<file path="config.mk">
export PLATFORM = sky130hd
export DESIGN_NAME = srl_fifo8
export DESIGN_NICKNAME = d
export VERILOG_FILES = /design/src/rtl/srl_fifo8.sv
export SDC_FILE = /design/constraint.sdc
export NUM_CORES = 1
export LEC_CHECK = 0
export ABC_AREA = 1
export ABC_CLOCK_PERIOD_IN_PS = 2000
export CORE_MARGIN = 2
export CORE_UTILIZATION = 40
export CTS_CLUSTER_DIAMETER = 120
export DETAILED_ROUTE_END_ITERATION = 7
export PLACE_DENSITY_LB_ADDON = 0.15
export SKIP_CTS_REPAIR_TIMING = 1
export SLEW_MARGIN = 20
export SYNTH_ARGS = -nofsm -noshare
export SYNTH_HDL_FRONTEND = slang
export SYNTH_SLANG_ARGS = --single-unit
</file>
<file path="constraint.sdc">
create_clock -name CLK -period 2 [get_ports CLK]
set_input_delay 0.3 -clock CLK [delete_from_list [all_inputs] [get_ports CLK]]
set_output_delay 0.3 -clock CLK [all_outputs]
set_load 0.005 [all_outputs]
</file>
<file path="src/rtl/srl_fifo8.sv">
// srl_fifo8: eight-entry shift-register FIFO with valid/ready handshakes.
// Each data bit is an 8-deep addressable shift register with a common shift
// enable and a common read tap; this block owns the tap address, occupancy
// and flow control.
// Optional feature macro: SRL_FIFO8_OREG_EN adds a registered output stage
// (capacity 9, push-to-M_VALID latency 2). Default build: capacity 8, latency 1.
module srl_fifo8 #(
  parameter int unsigned DW        = 8,
  parameter int unsigned AFULL_LVL = 6
) (
  input  logic          CLK,
  input  logic          RST_N,
  input  logic [DW-1:0] S_DATA,
  input  logic          S_VALID,
  output logic          S_READY,
  output logic [DW-1:0] M_DATA,
  output logic          M_VALID,
  input  logic          M_READY,
  output logic [3:0]    COUNT,
  output logic          AFULL
);

  localparam int unsigned DEPTH = 8;
  localparam int unsigned AW    = 3;
  localparam int unsigned CW    = 4;

  // Shift storage: tap k holds the word pushed k pushes ago
  logic [DW-1:0] mem_q [DEPTH];

  logic [CW-1:0] st_cnt_q, st_cnt_d;
  logic [AW-1:0] rd_addr_q, rd_addr_d;
  logic [CW-1:0] count_q, count_d;
  logic          s_ready_q, s_ready_d;
  logic          afull_q, afull_d;
  logic          st_push_c;
  logic          st_pop_c;
  logic [DW-1:0] tap_c;

  assign st_push_c = S_VALID & s_ready_q;
  assign tap_c     = mem_q[rd_addr_q];

`ifdef SRL_FIFO8_OREG_EN
  logic          oreg_vld_q, oreg_vld_d;
  logic [DW-1:0] oreg_data_q;

  // Refill the output stage whenever it is empty or being drained
  assign st_pop_c   = (st_cnt_q != CW'(0)) & (~oreg_vld_q | M_READY);
  assign oreg_vld_d = st_pop_c | (oreg_vld_q & ~M_READY);

  // Output stage register
  always_ff @(posedge CLK or negedge RST_N) begin
    if (!RST_N) begin
      oreg_vld_q  <= 1'b0;
      oreg_data_q <= '0;
    end else begin
      oreg_vld_q <= oreg_vld_d;
      if (st_pop_c) begin
        oreg_data_q <= tap_c;
      end
    end
  end

  assign count_d = st_cnt_d + CW'(oreg_vld_d);
  assign M_VALID = oreg_vld_q;
  assign M_DATA  = oreg_data_q;
`else
  logic m_valid_q, m_valid_d;

  assign st_pop_c  = (st_cnt_q != CW'(0)) & M_READY;
  assign m_valid_d = (st_cnt_d != CW'(0));

  // Registered valid flag, mirrors occupancy != 0
  always_ff @(posedge CLK or negedge RST_N) begin
    if (!RST_N) begin
      m_valid_q <= 1'b0;
    end else begin
      m_valid_q <= m_valid_d;
    end
  end

  assign count_d = st_cnt_d;
  assign M_VALID = m_valid_q;
  assign M_DATA  = tap_c;
`endif

  // Storage shift on push; contents are not reset
  always_ff @(posedge CLK) begin
    if (st_push_c) begin
      mem_q[0] <= S_DATA;
      for (int k = 1; k < DEPTH; k++) begin
        mem_q[k] <= mem_q[k-1];
      end
    end
  end

  // Storage occupancy and read tap next state
  always_comb begin
    st_cnt_d  = st_cnt_q;
    rd_addr_d = rd_addr_q;
    case ({st_push_c, st_pop_c})
      2'b10: begin
        st_cnt_d  = st_cnt_q + CW'(1);
        rd_addr_d = (st_cnt_q == CW'(0)) ? AW'(0) : rd_addr_q + AW'(1);
      end
      2'b01: begin
        st_cnt_d  = st_cnt_q - CW'(1);
        rd_addr_d = rd_addr_q - AW'(1);
      end
      default: begin
        st_cnt_d  = st_cnt_q;
        rd_addr_d = rd_addr_q;
      end
    endcase
  end

  // Flow control flags derived from next-state occupancy
  assign s_ready_d = (st_cnt_d != CW'(DEPTH));
  assign afull_d   = (count_d >= CW'(AFULL_LVL));

  // Control registers
  always_ff @(posedge CLK or negedge RST_N) begin
    if (!RST_N) begin
      st_cnt_q  <= '0;
      rd_addr_q <= '0;
      count_q   <= '0;
      s_ready_q <= 1'b0;
      afull_q   <= 1'b0;
    end else begin
      st_cnt_q  <= st_cnt_d;
      rd_addr_q <= rd_addr_d;
      count_q   <= count_d;
      s_ready_q <= s_ready_d;
      afull_q   <= afull_d;
    end
  end

  assign S_READY = s_ready_q;
  assign COUNT   = count_q;
  assign AFULL   = afull_q;

endmodule
</file>
==> reports/metrics.csv <==
stage,metric,value,unit
pwr,P per Cell Area,1722,nW/um2
die,core area,7687,um2
timing,Worst-Margin Slew,483.3,ps
timing,Final period util,106.9,%
pwr,total power,7.345,mW
timing,minimum clock period,2138,ps
setup_path,worst reg2reg path depth,15,
min_path,Worst Hold Class,input port to asynchronous set/reset pin,
global_route,total global routing overflow,0,
synth,Synth area leaders,"edfxtp_1 61%, dfrtp_1 7.9%, nand2_1 5.0%",
setup_path,reg2reg start,COUNT[0]$_DFF_PN0_,
clock_tree,clk slew on worst S/H paths,80,ps
setup_path,critical path required time,1700,ps
placed_design,Placed Area,3744,um2
global_route,GRT Resource Usage Total,15.30,%
cells_and_area,register area,2173,um2
die,Die X,92.89,um
global_route,first-pass GRT wire length,10090,um
setup_path,cell family with most CP delay,buffers and inverters,
routing,DR vias,2148,
die,die height,92.89,um
cells_and_area,end-of-flow core utilization,55.47,%
timing,final hold slack,279.1,ps
setup_path,crit path launch,rd_addr_q[0]$_DFFE_PN0N_,
routing,DR iter-0 viols,119,
clock_tree,worst skew pair latency,340,ps
synth,Mean Syn Cell Area,12.11,um2
timing,final setup fails,2,
timing,Slew HR,67.68,%
setup_path,Crit-path slowest cell,clkdlybuf4s50_1,
timing,Final Hold Fails,0,
outcome,outcome,finished with violations,
clock_tree,clk sink count,74,
cells_and_area,design area,4264,um2
routing,drt drc,0,
synth,syn nets,278,
cells_and_area,"commonest cells after routing, fill and taps aside","64 x edfxtp_1, 41 x buf_4, 37 x nand2_1, 37 x nor2_1",
routing,DR vias/cell,4.838,
routing,1st-pass router iterations,4,
setup_path,Crit. path cell count,7,
timing,fin worst setup slack,-137.9,ps
cells_and_area,NumNets Final,354,
pwr,Leak,1.720,nW
global_route,largest net degree at the start of global routing,34,
timing,Post-Route Setup TNS,-143.0,ps
setup_path,crit path capture,M_DATA[0],
setup_path,kind of critical path,register to output pin,
pwr,VDD IR max,0.9100,mV
placed_design,Final GP Congestion,0.7806,
synth,Yosys cell types,28,
die,IO Count,27,
cells_and_area,# diodes,0,
outcome,failing checks,setup timing,
clock_tree,CTS Buf Count,9,
flow_run,max cap viols,0,
setup_path,crit end category,output pin,
setup_path,internal reg-to-reg setup slack,70,ps
synth,Synth Instances,261,
setup_path,CP arrival,1840,ps
placed_design,Detail Placement HPWL,4036,um
synth,area share of the largest cell type after synthesis,60.81,%
routing,Routed WL,6290,um
die,Site Rows,32,
timing,Max Slew Vio Count,0,
setup_path,CP dominant cell by count,nand2_1,
setup_path,delay of the slowest critical-path stage,500,ps
cells_and_area,Multi-input gate area,938.4,um2
synth,#FFs+latches synth,74,
die,Initial Utilization,41.11,%
cells_and_area,"commonest non-fill, non-tap cell in the layout",edfxtp_1,
die,die area,8629,um2
timing,f_max,467.7,MHz
cells_and_area,Layout area overhead,34.92,%
synth,Mapped Area,3161,um2
clock_tree,CTS tree,built,
global_route,initial antenna violation count,0,
clock_tree,Root Buffer Master,clkbuf_8,
global_route,vias in the first global route,2139,
setup_path,CP startpoint kind,register,
timing,clock skew,9.684,ps
synth,synth warn,0,
clock_tree,deepest clock path buffer count,2,
setup_path,crit-path cells,clkinv_4 -> buf_4 -> nor2_1 -> o22ai_1 -> nand2_1 -> nand2_1 -> clkdlybuf4s50_1,
routing,WL/cell,14.17,um
synth,Yosys top cell by area,edfxtp_1,
placed_design,port bufs,26,
routing,Final ANT Viol Nets,0,
clock_tree,Clock H-tree levels,3,
setup_path,WP buf/inv,3,
timing,RSZ-0062 raised after global routing,true,
cells_and_area,fillers,666,
synth,sequential fraction of the synthesis area,68.73,%
setup_path,CP Max Fanout,5,
setup_path,reg2reg end,S_READY$_DFF_PN0_,
cells_and_area,layout cells sized above 1,30.99,%
-- layer usage --
| layer | GRT usage (%) | share of wire, % |
|---|---|---|
| met1 | 19.60 | 45 |
| met2 | 23.85 | 49 |
| met3 | 6.265 | 4.5 |
| met4 | 4.657 | 0.81 |
| met5 | 0 | 0 |
-- registers in the layout (all words and copies together), names as in the netlist --
signal	count
AFULL	1
M_VALID	1
rd_addr_q	3
S_READY	1
mem_q	64
COUNT	4
-- how the worst min path moves through the flow --
stage / endpoint / slack, ps
floorplan: AFULL$_DFF_PN0_ / 4
global placement: mem_q[6][1]$_DFFE_PP_ / 420
detailed placement: mem_q[6][1]$_DFFE_PP_ / 430
CTS: S_READY$_DFF_PN0_ / 290
global route: S_READY$_DFF_PN0_ / 310
finish: S_READY$_DFF_PN0_ / 280
-- worst register-to-register path, cell delays in order (launching register included) --
cell and delay [ps]:
dfrtp_1 380, nor2_1 110, nand3_1 130, and2_4 200
ha_4 170, nand2_2 60, nand2_2 70, ha_4 160
inv_2 40, nand2_2 50, inv_1 50, nand2_1 60
nand3_2 60, nand2_2 90, nor2_4 130, nand3_1 70
-- power breakdown --
part	switching (mW)	internal [mW]
combinational	1.69	1.69
clock	0.552	0.954
sequential	0.220	2.24
-- final cells by class --
cell class                 instances  area share [%]
tap                              102           2.993
clock inverter                     7           3.316
inverter                          14           1.438
sequential                        74           50.97
clock buffer                       9           2.905
multi-input combinational        163           22.01
timing repair buffer              75           16.37
-- cells in the mapped netlist --
| cell type | count |
|---|---|
| a21oi_1 | 2 |
| a31oi_1 | 1 |
| and2_1 | 1 |
| buf_2 | 2 |
| buf_4 | 1 |
| buf_6 | 7 |
| clkinv_1 | 1 |
| dfrtp_1 | 10 |
| edfxtp_1 | 64 |
| ha_1 | 5 |
| inv_1 | 11 |
| inv_2 | 1 |
| inv_4 | 1 |
| nand2_1 | 42 |
| nand2_2 | 4 |
| nand2_4 | 1 |
| nand3_1 | 9 |
| nand3_2 | 2 |
| nor2_1 | 38 |
| nor2_2 | 1 |
| o211ai_2 | 1 |
| o21ai_0 | 12 |
| o21ai_1 | 19 |
| o21ai_2 | 6 |
| o22ai_1 | 16 |
| or2_2 | 1 |
| xnor2_1 | 1 |
| xor2_1 | 1 |
-- through the flow --
step | setup WS, ps | instances
final | -137.9 | 444
after global routing | -261.7 | 444
after CTS | -265.3 | 428
after detailed placement | -168.6 | 412
after global placement | -88.52 | 412
after floorplan | 48.81 | 261
-- logic make-up (layout without fill, tap and decap cells) --
| kind of cell | Yosys count | after routing | share of synthesized area (%) |
|---|---|---|---|
| AO/OA/AOI/OAI | 57 | 57 | 10.65 |
| XOR/XNOR | 2 | 2 | 0.5543 |
| adder cells (fa/ha/maj) | 5 | 5 | 1.979 |
| buffers and inverters | 24 | 105 | 4.790 |
| flip-flops | 74 | 74 | 68.73 |
| AND/OR/NAND/NOR | 99 | 99 | 13.30 |
No activity file was read; power rests on OpenSTA's default activity.
